File: config.mk
export PLATFORM = sky130hd
export DESIGN_NAME = truth_table_scanner
export DESIGN_NICKNAME = d
export VERILOG_FILES = /design/src/rtl/tts_pkg.sv /design/src/rtl/tts_capture.sv /design/src/rtl/truth_table_scanner.sv
export SDC_FILE = /design/constraint.sdc
export NUM_CORES = 1
export LEC_CHECK = 0
export ABC_AREA = 1
export BUFFER_PORTS_ARGS = -buffer_cell sky130_fd_sc_hd__buf_2
export CAP_MARGIN = 10
export CORE_ASPECT_RATIO = 1.5
export CORE_MARGIN = 4
export CORE_UTILIZATION = 35
export CTS_CLUSTER_DIAMETER = 50
export CTS_CLUSTER_SIZE = 28
export DETAILED_ROUTE_END_ITERATION = 8
export PLACE_DENSITY = 0.58
export SYNTH_ARGS = -nofsm -noshare
export SYNTH_HDL_FRONTEND = slang
export SYNTH_SLANG_ARGS = --single-unit
File: constraint.sdc
create_clock -name clk -period 3 [get_ports clk]
set_input_delay 0 -clock clk [delete_from_list [all_inputs] [get_ports clk]]
set_output_delay 0 -clock clk [all_outputs]
set_load 0.01 [all_outputs]
File: src/rtl/tts_pkg.sv
// tts_pkg: shared types and constants for the truth-table scanner.
// Latency: n/a (declarations only).
// Backpressure: n/a.
// Contents: FSM state enum, code width/count, bit positions of f/g/h inside fgh_in.
package tts_pkg;

  localparam int CODE_W = 4;
  localparam int NCODES = 16;

  // Bit positions of the three function outputs inside fgh_in = {f,g,h}.
  localparam int F_IDX = 2;
  localparam int G_IDX = 1;
  localparam int H_IDX = 0;

  typedef enum logic [1:0] {
    IDLE  = 2'd0,
    DRIVE = 2'd1,
    DONE  = 2'd2
  } tts_state_t;

endpackage

File: src/rtl/tts_capture.sv
// tts_capture: three 16-bit truth-table registers, one bit per code, written by the scanner FSM.
// Latency: a write lands on the same edge that i_we is sampled high.
// Backpressure: none; i_clr wins over i_we.
// Ports: clk/rst (sync, active-high); i_clr wipes all tables; i_we/i_idx/i_fgh write one column;
//   o_tt_f/o_tt_g/o_tt_h expose the tables.
module tts_capture
  import tts_pkg::*;
(
  input  logic              clk,
  input  logic              rst,
  input  logic              i_clr,
  input  logic              i_we,
  input  logic [CODE_W-1:0] i_idx,
  input  logic [2:0]        i_fgh,
  output logic [NCODES-1:0] o_tt_f,
  output logic [NCODES-1:0] o_tt_g,
  output logic [NCODES-1:0] o_tt_h
);

  logic [NCODES-1:0] r_tt_f;
  logic [NCODES-1:0] r_tt_g;
  logic [NCODES-1:0] r_tt_h;

  always_ff @(posedge clk) begin
    if (rst || i_clr) begin
      r_tt_f <= '0;
      r_tt_g <= '0;
      r_tt_h <= '0;
    end else if (i_we) begin
      r_tt_f[i_idx] <= i_fgh[F_IDX];
      r_tt_g[i_idx] <= i_fgh[G_IDX];
      r_tt_h[i_idx] <= i_fgh[H_IDX];
    end
  end

  assign o_tt_f = r_tt_f;
  assign o_tt_g = r_tt_g;
  assign o_tt_h = r_tt_h;

endmodule

File: src/rtl/truth_table_scanner.sv
// truth_table_scanner: steps code_out through [lo,hi] with en_out high, holds each code SETTLE
//   extra cycles, then captures fgh_in into tt_f/tt_g/tt_h at bit index code_out.
// Latency: N*(SETTLE+1) DRIVE cycles after the start edge (N=hi-lo+1); done pulses the next cycle.
// Backpressure: none; start is honoured only in IDLE, lo/hi are latched at start.
// Ports: clk, rst (sync, active-high); start/lo/hi scan request; fgh_in = {f,g,h} from the
//   function block; code_out/en_out drive the decoder; busy/done/err status; tt_* captured tables.
// Optional: DECODE_SELFCHECK_EN adds dec_in[15:0]; at each capture the decoder lines must equal
//   the one-hot of code_out, otherwise err is set (sticky until next start or reset).
module truth_table_scanner
  import tts_pkg::*;
#(
  parameter int unsigned SETTLE = 0,
  parameter int unsigned SW     = 4
) (
  input  logic              clk,
  input  logic              rst,
  input  logic              start,
  input  logic [CODE_W-1:0] lo,
  input  logic [CODE_W-1:0] hi,
  input  logic [2:0]        fgh_in,
`ifdef DECODE_SELFCHECK_EN
  input  logic [NCODES-1:0] dec_in,
`endif
  output logic [CODE_W-1:0] code_out,
  output logic              en_out,
  output logic              busy,
  output logic              done,
  output logic              err,
  output logic [NCODES-1:0] tt_f,
  output logic [NCODES-1:0] tt_g,
  output logic [NCODES-1:0] tt_h
);

  tts_state_t        r_state;
  logic [CODE_W-1:0] r_code;
  logic [CODE_W-1:0] r_hi;
  logic [SW-1:0]     r_cnt;
  logic              r_en;
  logic              r_err;

  tts_state_t        w_state_nxt;
  logic [CODE_W-1:0] w_code_nxt;
  logic [CODE_W-1:0] w_hi_nxt;
  logic [SW-1:0]     w_cnt_nxt;
  logic              w_en_nxt;
  logic              w_err_nxt;
  logic              w_clr;
  logic              w_we;
  logic              w_settled;
  logic              w_dec_bad;

  assign w_settled = (r_cnt == SW'(SETTLE));

`ifdef DECODE_SELFCHECK_EN
  logic [NCODES-1:0] w_dec_exp;
  assign w_dec_exp = {{(NCODES-1){1'b0}}, 1'b1} << r_code;
  assign w_dec_bad = (dec_in != w_dec_exp);
`else
  assign w_dec_bad = 1'b0;
`endif

  always_ff @(posedge clk) begin
    if (rst) begin
      r_state <= IDLE;
      r_code  <= '0;
      r_hi    <= '0;
      r_cnt   <= '0;
      r_en    <= 1'b0;
      r_err   <= 1'b0;
    end else begin
      r_state <= w_state_nxt;
      r_code  <= w_code_nxt;
      r_hi    <= w_hi_nxt;
      r_cnt   <= w_cnt_nxt;
      r_en    <= w_en_nxt;
      r_err   <= w_err_nxt;
    end
  end

  always_comb begin
    w_state_nxt = r_state;
    w_code_nxt  = r_code;
    w_hi_nxt    = r_hi;
    w_cnt_nxt   = r_cnt;
    w_en_nxt    = r_en;
    w_err_nxt   = r_err;
    w_clr       = 1'b0;
    w_we        = 1'b0;

    case (r_state)
      IDLE: begin
        w_en_nxt = 1'b0;
        if (start) begin
          w_hi_nxt  = hi;
          w_clr     = 1'b1;
          w_err_nxt = 1'b0;
          if (lo > hi) begin
            // Empty range: report it without ever enabling the decoder.
            w_err_nxt   = 1'b1;
            w_state_nxt = DONE;
          end else begin
            w_code_nxt  = lo;
            w_en_nxt    = 1'b1;
            w_cnt_nxt   = '0;
            w_state_nxt = DRIVE;
          end
        end
      end

      DRIVE: begin
        if (w_settled) begin
          w_we = 1'b1;
          if (w_dec_bad) begin
            w_err_nxt = 1'b1;
          end
          // Stop on equality so hi=15 never wraps code_out back to 0.
          if (r_code == r_hi) begin
            w_en_nxt    = 1'b0;
            w_state_nxt = DONE;
          end else begin
            w_code_nxt = r_code + CODE_W'(1);
            w_cnt_nxt  = '0;
          end
        end else begin
          w_cnt_nxt = r_cnt + SW'(1);
        end
      end

      DONE: begin
        w_en_nxt    = 1'b0;
        w_state_nxt = IDLE;
      end

      default: begin
        w_en_nxt    = 1'b0;
        w_state_nxt = IDLE;
      end
    endcase
  end

  tts_capture u_capture (
    .clk    (clk),
    .rst    (rst),
    .i_clr  (w_clr),
    .i_we   (w_we),
    .i_idx  (r_code),
    .i_fgh  (fgh_in),
    .o_tt_f (tt_f),
    .o_tt_g (tt_g),
    .o_tt_h (tt_h)
  );

  assign code_out = r_code;
  assign en_out   = r_en;
  assign busy     = (r_state == DRIVE);
  assign done     = (r_state == DONE);
  assign err      = r_err;

endmodule

==> results of run 1 <==
cell type report:
type	count	area, um^2
tap	102	127.6
inverter	46	172.7
clock inverter	6	107.6
clock buffer	10	229.0
fill	805	4126
multi-input combinational	289	1311
sequential	64	1281
timing repair buffer	75	402.9
through the flow:
step | hold slack (ns) | setup slack [ns] | power, mW
3_3_place_gp | 0.2035 | 1.365 | 1.339
2_1_floorplan | 0.07238 | 1.651 | 1.229
5_1_grt | 0.07499 | 1.131 | 2.625
6_report | 0.04975 | 1.343 | 2.494
4_1_cts | 0.04248 | 1.325 | 2.523
3_5_place_dp | 0.1965 | 1.339 | 1.340
synthesized netlist by cell type, types with 3 or more instances:
| cell | number |
|---|---|
| buf_1 | 3 |
| nand2_1 | 143 |
| ha_1 | 10 |
| o21ai_0 | 8 |
| nand4_1 | 5 |
| buf_2 | 8 |
| nand3_1 | 10 |
| nor3_1 | 7 |
| inv_1 | 44 |
| nor2_1 | 51 |
| a21oi_1 | 48 |
| dfxtp_1 | 64 |
flip-flops by register name (all words and copies together), names as in the netlist:
name	cells
u_capture.o_tt_h	16
en_out	1
r_state	2
u_capture.o_tt_g	16
code_out	4
err	1
r_hi	4
r_cnt	4
u_capture.o_tt_f	16
power groups by stage:
stage	clock network [mW]	registers [mW]	logic, mW
CTS	1.19	0.942	0.388
finish	1.17	0.942	0.384
global placement	0	0.959	0.380
global route	1.23	0.951	0.441
floorplan	0	0.958	0.271
detailed placement	0	0.959	0.380
cell usage in the layout (no fill, tap or decap), types with 5 or more instances in the layout:
cell type	netlist	final
buf_2	8	69
a21oi_1	48	48
nand2_1	143	143
nor3_1	7	7
nand3_1	10	10
nand4_1	5	5
inv_1	44	44
nor2_1	51	51
clkbuf_16	0	9
o21ai_0	8	8
dlygate4sd3_1	0	5
ha_1	10	10
dfxtp_1	64	64
final timing paths:
path,from,to,slack [ns],cells past startpoint
setup / recovery,r_cnt[0],u_capture.o_tt_f[8],1.34,9
setup reg to reg,r_cnt[0],u_capture.o_tt_f[8],1.34,9
hold / removal,lo[1],code_out[1],0.05,5
hold reg to reg,err,err,0.45,2
cell families after synthesis:
logic type      Yosys count  share of synthesized area [%]
flops                    64                          45.37
buf+inv                  59                          8.197
fa+ha+maj                10                          4.431
compound gates           56                          9.925
simple gates            221                          31.46
xor+xnor                  2                         0.6204
worst register-to-register path, delay by kind of cell, from the launching register on:
family                     cells  cell delay (ns)
adders and majority gates      1             0.14
buffers and inverters          2             0.20
DFF                            1             0.34
and+or+nand+nor                6             0.84
routing by layer:
metal	vias up	share of wire, %
li1	1430	-
met1	1218	42
met2	65	49
met3	14	5.8
met4	0	2.6
met5	-	0
repair_timing:
action	4_1_cts	5_1_grt
hold endpoints to repair	6	0
hold buffers	5	0
resized for setup	0	0
buffers inserted	0	0
==> impl_results.md, run 1 <==
* GRT Total Usage at 15.60%
* Vias/cell at 4.606
* Tcrit/Tclk final at 55.25%
* Detailed router's first-iteration violation count at 113
* DP Area at 3246 um^2
* Setup crit end kind: flip-flop
* Worst slew pin tran at 0.4846 ns
* Post-synth EDFFs at 0
* Max_cap viols at 0
* FMAX at 603.3 MHz
* Hold crit path type: in -> reg
* Peak VDD IR at 0.0003352 V
* DP Cell Count at 571
* Synth Register Bits at 64
* Combinational power share at 15.4%
* Reg power frac at 37.8%
* Yosys warnings at 0
* Number of port buffers at 69
* Core box area at 7759 um^2
* Worst Path Buf+Inv at 2
* Leakage at 1.646 nW
* Ports at 70
* Max-slew violations at 0
* CP max FO at 5
* WP data required at 3.19 ns
* Met1 usage at 17.71%
* Pint at 1.823 mW
* Yosys cell types at 21
* Clk pin slew, worst setup/hold paths at 0.05 ns
* Top Usage Layer GRT: met2
* Cell area after layout at 3632 um^2
* Clock skew at 0.004616 ns
* Vias in the first global route at 2528
* Antenna diode count at 0
* Share of cells above drive strength 1 at 18.57%
* Net count, final at 509
* Met3 GRT Util at 4.058%
* Top post-synthesis cells by area: dfxtp_1, nand2_1, a21oi_1
* Synth Instances at 412
* Row count at 39
* Die area at 9599 um^2
* Setup Crit Path Kind: reg -> reg
* Sum of negative setup slack at 0 ns
* Drt pass-1 iters at 4
* CTS root buffer: clkbuf_16
* Top cell family by delay on the critical path: simple AND/OR/NAND/NOR gates
* Die Y-Extent at 118.0 um
* Post-DP HPWL at 5.283 mm
* Met2 GRT Util at 25.77%
* Syn nets at 436
* Worst path cell trace: inv_1 -> ha_1 -> nand2_1 -> nor2_4 -> nand2_1 -> nor2_1 -> inv_1 -> nor2_1 -> nor3_1
* Layout area overhead at 28.62%
* Unrepaired setup endpoints after global routing: false
* Final WL at 7.131 mm
* Clock Latency Late Sink at 0.33 ns
* Seq/Total Area, Yosys at 45.37%
* Vias at 2727
* Post-synth ARST share at 0%
* Rel. slew slack at 67.70%
* First-pass GRT wire length at 11.59 mm
* Final hold viol count at 0
* Share of the synthesized area in the top cell type at 45.37%
* Status: completed
* Post-synth top flop: dfxtp_1
* Slowest cell on the critical path: dfxtp_1
* Number of H-tree levels at 3
* Synth Area per Inst at 6.854 um^2
* P per Cell Area at 686.7 nW/um^2
* CP Launch Type: flip-flop
* Crit-path max cell delay at 0.34 ns
* Largest net degree at the start of global routing at 49
* Post-route antenna net violation count at 0
* Non-filler instance count after layout at 592
* Post-layout util at 46.82%
* GR Overflow Total at 0
* Routed wire per std cell at 12.05 um
* CTS tree: done
* Power share of the clock group at 46.8%
* Clk sinks at 64
* Initial antenna violation count at 0
* Final Critical Period at 1.657 ns
* Initial Util at 36.40%
* CTS buffer count at 9
* Sw Ratio at 26.92%
* Post-Syn Area at 2824 um^2
* Crit path DAT at 1.85 ns
* Setup Viol. Count Final at 0
* GPL Wtd Cong at 0.8604
* Net Switching at 0.6716 mW
* Area leader, netlist: dfxtp_1
* # DRC at 0
* Max Root-Sink Buffers at 2
* Die Span X at 81.34 um
Note: power is estimated with default switching activity, not from simulation.
==> run 2: changes to the inputs <==
--- a/config.mk
+++ b/config.mk
@@ -5,7 +5,7 @@
 export SDC_FILE = /design/constraint.sdc
 export NUM_CORES = 1
 export LEC_CHECK = 0
-export ABC_AREA = 1
+export ABC_AREA = 0
 export BUFFER_PORTS_ARGS = -buffer_cell sky130_fd_sc_hd__buf_2
 export CAP_MARGIN = 10
 export CORE_ASPECT_RATIO = 1.5
@@ -14,7 +14,7 @@
 export CTS_CLUSTER_DIAMETER = 50
 export CTS_CLUSTER_SIZE = 28
 export DETAILED_ROUTE_END_ITERATION = 8
-export PLACE_DENSITY = 0.58
+export PLACE_DENSITY = 0.61
 export SYNTH_ARGS = -nofsm -noshare
 export SYNTH_HDL_FRONTEND = slang
 export SYNTH_SLANG_ARGS = --single-unit
==> constraint.sdc (replaced) <==
create_clock -name clk -period 1.4 [get_ports clk]
set_input_delay 0 -clock clk [delete_from_list [all_inputs] [get_ports clk]]
set_output_delay 0 -clock clk [all_outputs]
set_load 0.01 [all_outputs]
==> impl_results.md, run 2 <==
* Synth Instances at 289
* Worst slew pin tran at 0.8857 ns
* Antenna diode count at 0
* Leakage at 2.279 nW
* # DRC at 0
* Post-synthesis xor/xnor area fraction at 1.573%
* Synth Register Bits at 64
* Sum of negative setup slack at -21.18 ns
* Clk sinks at 64
* GR Overflow Total at 0
* Final Critical Period at 1.845 ns
* Clk pin slew, worst setup/hold paths at 0.05 ns
* CP Launch Type: flip-flop
* Setup Viol. Count Final at 58
* DP Cell Count at 489
* CTS root buffer: clkbuf_16
* Commonest cells post-synth: dfxtp_1, nor2_1, mux2i_1
* Crit path DAT at 2.08 ns
* Row count at 39
* Mux contribution to synthesized area at 19.42%
* Final hold viol count at 0
* Net count, final at 450
* Post-route antenna net violation count at 0
* Status: finished with violations
* Power share of the clock group at 43.3%
* Detailed router's first-iteration violation count at 45
* Yosys warnings at 0
* Combinational power share at 24.4%
* Core box area at 7710 um^2
* Post-synth top flop: dfxtp_1
* Synth Area per Inst at 9.633 um^2
* Complex-gate fraction of the synthesized area at 6.562%
* Drt pass-1 iters at 4
* Vias/cell at 4.854
* Unrepaired setup endpoints after global routing: true
* Vias at 2587
* Initial Util at 36.11%
* Max_cap viols at 0
* First-pass GRT wire length at 12.61 mm
* Hold crit path type: in -> reg
* CTS buffer count at 9
* Slowest cell on the critical path: or3b_4
* Area of the multi-input gates at 1673 um^2
* Area leader, netlist: dfxtp_1
* Number of H-tree levels at 3
* Failing checks: setup timing
* Syn nets at 313
* DP Area at 3550 um^2
* Setup crit end kind: flip-flop
* Non-filler instance count after layout at 533
* Crit-path max cell delay at 0.42 ns
* Synth Area in Simple Gates at 17.66%
* Cell area after layout at 4491 um^2
* Top post-synthesis cells by area: dfxtp_1, mux2i_1, nor2_1
* Largest net degree at the start of global routing at 33
* Initial antenna violation count at 0
* P per Cell Area at 1343 nW/um^2
* Yosys cell types at 38
* GPL Wtd Cong at 0.8096
* Share of the synthesized area in the top cell type at 46.02%
* Adder and majority gate portion of the synthesized area at 4.494%
* Seq/Total Area, Yosys at 46.02%
* Setup WS post-layout at -0.4454 ns
* FMAX at 541.9 MHz
* Most common cell after layout, fill and taps aside: buf_2
* Worst r2r path cells at 7
* GRT Total Usage at 17.34%
* Peak VDD IR at 0.0008165 V
* Layout fillers at 690
* Die Span X at 80.82 um
* Worst path cell trace: inv_2 -> ha_4 -> or3b_4 -> nor2_8 -> o22ai_4 -> or3_1 -> a221oi_2
* Most frequent cells in the layout: buf_2, nor2_1, dfxtp_1
* Pint at 4.382 mW
* Tcrit/Tclk final at 131.8%
* Share of cells above drive strength 1 at 44.78%
* Clock Latency Late Sink at 0.32 ns
* Seq. cell area at 1285 um^2
* Post-Syn Area at 2784 um^2
* Setup Crit Path Kind: reg -> reg
* Net Switching at 1.648 mW
* Vias in the first global route at 2624
* Rel. slew slack at 40.83%
* Post-DP HPWL at 5.297 mm
* CTS tree: done
* Ports at 70
* Die area at 9475 um^2
* Post-layout util at 58.24%
* Routed wire per std cell at 15.29 um
* CP max FO at 7
* Reg power frac at 32.3%
* Number of port buffers at 69
* WP data required at 1.64 ns
* Hold path cells at 2
* Final WL at 8.147 mm
* Die Y-Extent at 117.2 um
* Max-slew violations at 0
* Sw Ratio at 27.33%
* Clock skew at 0.005046 ns
* Post-synth EDFFs at 0
* Layout area overhead at 61.30%
* Largest family of logic cells by synthesized area: multiplexers
* Max Root-Sink Buffers at 2
* Post-synth ARST share at 0%
-- run 2: cell types whose count changed after synthesis, sizes merged, moves of 5 or more --
| cell | previous run | this run |
|---|---|---|
| nand2 | 144 | 0 |
| mux2i | 0 | 54 |
| a21oi | 48 | 8 |
| inv | 45 | 11 |
| nor2 | 53 | 65 |
| clkbuf | 2 | 8 |
| o21ai | 8 | 2 |
| xnor2 | 0 | 5 |
-- run 2: worst paths after layout --
| kind | start | slack, ns | to |
|---|---|---|---|
| setup / recovery | r_cnt[0] | -0.45 | code_out[2] |
| hold / removal | rst | 0.02 | err |
| setup reg to reg | r_cnt[0] | -0.45 | code_out[2] |
| hold reg to reg | u_capture.o_tt_h[9] | 0.49 | u_capture.o_tt_h[9] |
-- run 2: power by group through the flow --
stage,sequential (mW),combinational (mW),clock (mW)
after floorplan,1.99,0.546,0
after global placement,1.98,1.02,0
after detailed placement,1.98,1.02,0
after CTS,1.95,1.24,2.65
after global routing,1.95,1.58,2.73
final,1.95,1.47,2.61
-- run 2: cell type report --
cell class / count / area share (%)
multi-input combinational: 198 / 37.25
tap: 102 / 2.842
sequential: 64 / 28.62
clock buffer: 10 / 5.322
clock inverter: 6 / 2.591
timing repair buffer: 142 / 22.46
inverter: 11 / 0.9195
-- run 2: kinds of logic after synthesis --
group                    Yosys count
adder cells (fa/ha/maj)           10
XOR/XNOR                           5
flip-flops                        64
AO/OA/AOI/OAI                     25
AND/OR/NAND/NOR                  104
buffers and inverters             27
multiplexers                      54
-- run 2: worst max-delay path: cells and delay by family, from the launching register on --
family	cells	cell delay, ns
compound gates	2	0.35
fa+ha+maj	1	0.12
flops	1	0.32
simple gates	3	0.92
buf+inv	1	0.06
-- run 2: what timing repair did --
item	in CTS	in global routing
gates resized for setup	37	34
pin swaps	9	26
gates cloned	0	1
endpoints found under the hold margin	5	0
endpoints found under the setup margin	65	64
hold buffers	5	0
setup buffers	19	7
-- run 2: per-layer routing --
metal  global-route usage (%)  up-vias  wire length [um]
li1                         -     1277                 -
met1                    17.94     1230              3160
met2                    31.82       61              4383
met3                    4.441       19               382
met4                    8.681        0               221
met5                        0        -                 0
-- run 2: metrics by stage --
step | power (mW) | hold WS, ns | worst slack, ns
final | 6.030 | 0.01616 | -0.4454
after global routing | 6.263 | 0.02415 | -0.5663
after CTS | 5.837 | 0.005710 | -0.4051
after detailed placement | 3.007 | 0.2604 | -0.4892
after global placement | 2.999 | 0.2559 | -0.4522
after floorplan | 2.534 | 0.1439 | -0.4465
